$ cat config.mk
export PLATFORM = sky130hd
export DESIGN_NAME = fight_round_scheduler
export DESIGN_NICKNAME = d
export VERILOG_FILES = /design/src/rtl/fight_round_scheduler_pkg.sv /design/src/rtl/fight_rr_arbiter.sv /design/src/rtl/fight_round_scheduler.sv
export SDC_FILE = /design/constraint.sdc
export NUM_CORES = 1
export LEC_CHECK = 0
export BUFFER_PORTS_ARGS = -buffer_cell sky130_fd_sc_hd__clkbuf_2
export CELL_PAD_IN_SITES_DETAIL_PLACEMENT = 1
export CELL_PAD_IN_SITES_GLOBAL_PLACEMENT = 2
export CORE_MARGIN = 4
export CORE_UTILIZATION = 34
export CTS_BUF_LIST = sky130_fd_sc_hd__clkbuf_8
export DETAILED_ROUTE_END_ITERATION = 8
export GPL_ROUTABILITY_DRIVEN = 0
export GPL_TIMING_DRIVEN = 0
export HOLD_SLACK_MARGIN = 0.05
export PLACE_DENSITY_LB_ADDON = 0.2
export SYNTH_ARGS = -nofsm -noshare
export SYNTH_HDL_FRONTEND = slang
export SYNTH_SLANG_ARGS = --single-unit
$ cat constraint.sdc
create_clock -name clk -period 2.5 [get_ports clk]
set_clock_uncertainty 0.05 [all_clocks]
set_input_delay 0 -clock clk [delete_from_list [all_inputs] [get_ports clk]]
set_output_delay 0 -clock clk [all_outputs]
set_load 0.02 [all_outputs]
$ cat src/rtl/fight_round_scheduler_pkg.sv
// rtl/fight_round_scheduler_pkg.sv - shared states, action codes and helpers for the match scheduler
package fight_round_scheduler_pkg;

    typedef enum logic [2:0] {
        ROUND_INIT,
        ARM,
        FIGHT,
        RESOLVE,
        CHECK,
        ROUND_END,
        MATCH_OVER
    } state_t;

    localparam logic [2:0] ACT_IDLE    = 3'd0;
    localparam logic [2:0] ACT_PUNCH   = 3'd1;
    localparam logic [2:0] ACT_KICK    = 3'd2;
    localparam logic [2:0] ACT_BLOCK   = 3'd3;
    localparam logic [2:0] ACT_SPECIAL = 3'd4;

    localparam logic P1 = 1'b0;
    localparam logic P2 = 1'b1;

    localparam int DEFAULT_HW = 2;

    // Round counters stop at the match threshold instead of wrapping.
    function automatic logic [2:0] sat_inc(input logic [2:0] value, input logic [2:0] limit);
        return (value >= limit) ? value : value + 3'd1;
    endfunction

endpackage

$ cat src/rtl/fight_rr_arbiter.sv
// rtl/fight_rr_arbiter.sv - two-requester round-robin arbiter, priority flips after every grant
module fight_rr_arbiter
    import fight_round_scheduler_pkg::*;
(
    input  logic       clk,
    input  logic       rst_n,
    input  logic [1:0] req,
    input  logic       en,
    output logic [1:0] grant
);

    logic prio;

    always_comb begin
        grant = 2'b00;
        if (en) begin
            if (req == 2'b11) begin
                grant = (prio == P2) ? 2'b10 : 2'b01;
            end else begin
                grant = req;
            end
        end
    end

    always_ff @(posedge clk or negedge rst_n) begin
        if (!rst_n) begin
            prio <= P1;
        end else if (en && (grant != 2'b00)) begin
            prio <= grant[0] ? P2 : P1;
        end
    end

endmodule

$ cat src/rtl/fight_round_scheduler.sv
// rtl/fight_round_scheduler.sv - match controller: serialises commits, scores rounds; RESOLVE_TIMEOUT_EN adds resolve timeout
module fight_round_scheduler
    import fight_round_scheduler_pkg::*;
#(
    parameter int HW         = DEFAULT_HW,
    parameter int WIN_ROUNDS = 2,
    parameter int TIMEOUT    = 15
) (
    input  logic          clk,
    input  logic          resetGame,
    input  logic          req1,
    input  logic [2:0]    action1,
    input  logic          req2,
    input  logic [2:0]    action2,
    output logic          ack1,
    output logic          ack2,
    output logic          commit,
    output logic          commit_player,
    output logic [2:0]    commit_action,
    input  logic          resolve_done,
    input  logic [HW-1:0] health1,
    input  logic [HW-1:0] health2,
    output logic          round_reset,
    output logic [2:0]    rounds1,
    output logic [2:0]    rounds2,
    output logic          firstWin,
    output logic          secondWin,
    output logic          isGameOver
);

    localparam logic [2:0] WIN3 = 3'(WIN_ROUNDS);

    state_t     state, state_n;
    logic       ack1_n, ack2_n, commit_n, round_reset_n;
    logic       commit_player_n;
    logic [2:0] commit_action_n;
    logic [2:0] rounds1_n, rounds2_n;
    logic       first_win_n, second_win_n;
    logic       grant_en;
    logic [1:0] grant;
    logic       resolve_exit;
    logic       h1_zero, h2_zero;

    fight_rr_arbiter u_arb (
        .clk   (clk),
        .rst_n (resetGame),
        .req   ({req2, req1}),
        .en    (grant_en),
        .grant (grant)
    );

`ifdef RESOLVE_TIMEOUT_EN
    localparam int TW = $clog2(TIMEOUT + 1);
    logic [TW-1:0] tmo_cnt;

    // Zero outside RESOLVE, so every entry into RESOLVE starts a fresh count.
    always_ff @(posedge clk or negedge resetGame) begin
        if (!resetGame) begin
            tmo_cnt <= '0;
        end else if (state != RESOLVE) begin
            tmo_cnt <= '0;
        end else begin
            tmo_cnt <= tmo_cnt + TW'(1);
        end
    end

    assign resolve_exit = resolve_done || (tmo_cnt == TW'(TIMEOUT - 1));
`else
    assign resolve_exit = resolve_done;
`endif

    assign h1_zero    = (health1 == '0);
    assign h2_zero    = (health2 == '0);
    assign isGameOver = (state == MATCH_OVER);

    always_comb begin
        state_n         = state;
        ack1_n          = 1'b0;
        ack2_n          = 1'b0;
        commit_n        = 1'b0;
        round_reset_n   = 1'b0;
        commit_player_n = commit_player;
        commit_action_n = commit_action;
        rounds1_n       = rounds1;
        rounds2_n       = rounds2;
        first_win_n     = firstWin;
        second_win_n    = secondWin;
        grant_en        = 1'b0;

        case (state)
            ROUND_INIT: begin
                round_reset_n = 1'b1;
                state_n       = ARM;
            end
            ARM: begin
                state_n = FIGHT;
            end
            FIGHT: begin
                grant_en = 1'b1;
                if (grant[0]) begin
                    ack1_n          = 1'b1;
                    commit_n        = 1'b1;
                    commit_player_n = P1;
                    commit_action_n = action1;
                    state_n         = RESOLVE;
                end else if (grant[1]) begin
                    ack2_n          = 1'b1;
                    commit_n        = 1'b1;
                    commit_player_n = P2;
                    commit_action_n = action2;
                    state_n         = RESOLVE;
                end
            end
            RESOLVE: begin
                if (resolve_exit) begin
                    state_n = CHECK;
                end
            end
            CHECK: begin
                if (!h1_zero && !h2_zero) begin
                    state_n = FIGHT;
                end else begin
                    // A double knock-out is a draw and scores nobody.
                    state_n = ROUND_END;
                    if (h2_zero && !h1_zero) begin
                        rounds1_n = sat_inc(rounds1, WIN3);
                    end else if (h1_zero && !h2_zero) begin
                        rounds2_n = sat_inc(rounds2, WIN3);
                    end
                end
            end
            ROUND_END: begin
                if (rounds1 == WIN3) begin
                    first_win_n = 1'b1;
                    state_n     = MATCH_OVER;
                end else if (rounds2 == WIN3) begin
                    second_win_n = 1'b1;
                    state_n      = MATCH_OVER;
                end else begin
                    state_n = ROUND_INIT;
                end
            end
            MATCH_OVER: begin
                state_n = MATCH_OVER;
            end
            default: begin
                state_n = ROUND_INIT;
            end
        endcase
    end

    always_ff @(posedge clk or negedge resetGame) begin
        if (!resetGame) begin
            state         <= ROUND_INIT;
            ack1          <= 1'b0;
            ack2          <= 1'b0;
            commit        <= 1'b0;
            round_reset   <= 1'b0;
            commit_player <= P1;
            commit_action <= ACT_IDLE;
            rounds1       <= 3'd0;
            rounds2       <= 3'd0;
            firstWin      <= 1'b0;
            secondWin     <= 1'b0;
        end else begin
            state         <= state_n;
            ack1          <= ack1_n;
            ack2          <= ack2_n;
            commit        <= commit_n;
            round_reset   <= round_reset_n;
            commit_player <= commit_player_n;
            commit_action <= commit_action_n;
            rounds1       <= rounds1_n;
            rounds2       <= rounds2_n;
            firstWin      <= first_win_n;
            secondWin     <= second_win_n;
        end
    end

endmodule
==> results.toml <==
[status]
status = "finished, final reports clean"

[cts]
cts_resized = 0
cts_max_path_buffers = 2
postCtsSetupBuffers = 0
cts_hold_buffers = 8
cts_buffers = 3
root_buffer = "clkbuf_8"
clock-sinks = 20
cts_tree = "done"
clk_latency_ps = 260
cts_max_level = 1
clk_pin_slew_ps = 80

[synthesis]
syn_area_sq_um = 997
ys_types = 34
synth_top_area_frac = 0.502
netlist_top_cells_area = "dfrtp_1, ha_1, inv_1"
postSynthAreaPerCell_sq_um = 10.6
syn_inst = 94
ys_warn_count = 0
ys_ff_latch = 20
yosysTopAreaCell = "dfrtp_1"
synth_fp_nets = 113
ys_seq_area_frac = 0.502

[critical_path]
crit_type = "flop to flop"
rrSetupSlack_ps = 520
critPathRequiredTime_ps = 2650
reg2reg_to = "ack1"
worst-path-max-fanout = 10
rr_startpoint = "state[0]"
arrival_ps = 2120
cp-start-kind = "flop"
rr_worst_depth = 3
end_kind = "flop"

[min_path]
hp-class = "input pin to flop"
holdPathStages = 3
hold_end = "state[1]"
hp-start = "health2[0]"

[pwr]
peakVddDrop_uv = 624
power_density_nw_per_um2 = 979
leakagePower_nw = 0.679

[global_routing]
first_global_vias = 944
grtUsageTotal = 0.134
grt_overflow_total = 0
grt_first_pass_wirelength_um = 4340
grt_max_degree = 21
antenna_found_initial = 0

[sta]
fin_hold_ws_ps = 75.0
setup_viol = 0
fin_crit_sh = 0.791
rsz0062_at_grt = "no"
worst_pin_slew_ps = 730
tns_ps = 0
finalHoldViolCount = 0
layout_min_cycle_time_ps = 1980
max_slew_margin = 0.513
fmaxAchievable_mhz = 506
drv_slew = 0

[run]
drv_cap = 0

[die]
start_util = 0.359
fp.dieH_um = 62.2
die_w_um = 62.2
die_area_sq_um = 3860
pin_count = 32
fp.coreArea_sq_um = 2780
num_rows = 19

[route]
vias_per_cell = 5.14
drt_iter0_markers = 25
drc = 0
wl_per_cell_um = 15.0
wl_um = 2500
vias = 858
drtPass1Iterations = 4
ant_nets = 0

[layout]
drive_above_1_share = 0.316
final_nets = 157
area_growth_pct = 31.6
diodes = 0

[placement]
io_buffers = 31
hpwl_um = 1840
## cells in the mapped netlist
master / count
ha_1: 4
a31o_2: 2
or2_0: 1
o221ai_1: 1
or3b_4: 1
or3b_1: 1
o41ai_1: 1
a221o_1: 3
o31ai_1: 1
nand3_1: 1
buf_2: 4
a2111oi_2: 1
nand2_1: 5
a21oi_1: 1
nor2_1: 6
inv_1: 9
a32oi_1: 1
o211ai_1: 1
nor2b_1: 5
nor4b_1: 1
o21ai_0: 3
a21o_1: 4
o21bai_1: 2
nor3b_1: 1
and3b_1: 1
dfrtp_1: 20
xnor2_1: 2
o22ai_1: 1
or4b_1: 1
nand4b_1: 1
nor3_1: 5
and2_1: 1
nor4b_2: 1
or3_1: 1
## state kept, by name (all words and copies together) (netlist names), 3 cells and up
signal and cells:
rounds2 3, rounds1 3, commit_action 3, state 3
## stage by stage
| stage | worst slack (ps) | cell area (sq um) | instances | power, mW | util |
|---|---|---|---|---|---|
| after floorplan | 865 | 997 | 94 | 0.890 | - |
| after global placement | 801 | 1190 | 156 | 1.06 | 0.428 |
| after detailed placement | 807 | 1190 | 156 | 1.07 | 0.428 |
| after CTS | 549 | 1310 | 167 | 1.30 | 0.472 |
| after global routing | 433 | 1310 | 167 | 1.39 | 0.472 |
| final | 523 | 1310 | 167 | 1.28 | 0.472 |
## layout make-up
type | count | area, sq um
Inverter | 9 | 33.8
Tap cell | 31 | 38.8
Multi-Input combinational cell | 61 | 443
Clock buffer | 3 | 41.3
Buffer | 4 | 20.0
Fill cell | 327 | 1470
Timing Repair Buffer | 39 | 235
Sequential cell | 20 | 500
## cells in the final DEF (no fill, tap or decap), drive strengths merged, types with 3 or more instances in the layout
cell type / n
o21ai: 3
inv: 9
ha: 4
dlygate4sd3: 8
buf: 4
nor2b: 5
nor3: 5
nor2: 6
clkbuf: 34
a221o: 3
dfrtp: 20
nand2: 5
a21o: 4
## critical path: stages, from the launching register on
cell and delay [ps]:
dfrtp_1 380, buf_2 180, a2111oi_2 650, dlygate4sd3_1 660
## report_power, final
part	switching (mW)	internal (mW)	leakage, nW
Combinational	0.334	0.240	0.415
Clock	0.106	0.107	0.0216
Sequential	0.0658	0.432	0.243
## routing by layer
layer,global-route usage,part of all wire,up-vias
met4,0.0244,0.0044,0
li1,-,-,419
met2,0.245,0.53,23
met3,0.0342,0.048,2
met5,0,0,-
met1,0.156,0.42,414
## logic make-up (layout without fill, tap and decap cells)
group / after synthesis / in the layout / share of synthesized area
fa+ha+maj: 4 / 4 / 0.0502
compound gates: 22 / 22 / 0.176
buf+inv: 13 / 55 / 0.0540
flops: 20 / 20 / 0.502
xor+xnor: 2 / 2 / 0.0176
simple gates: 33 / 33 / 0.201
## worst max path at each step
stage / start / end / slack [ps] / cells past startpoint
3_5_place_dp: state[2] / commit_action[1] / 810 / 4
3_3_place_gp: state[1] / commit_action[2] / 800 / 4
5_1_grt: state[0] / ack1 / 430 / 3
4_1_cts: state[0] / ack1 / 550 / 3
6_report: state[0] / ack1 / 520 / 3
2_1_floorplan: rounds1[0] / rounds1[0] / 870 / 5
No activity file was read; power rests on OpenSTA's default activity.
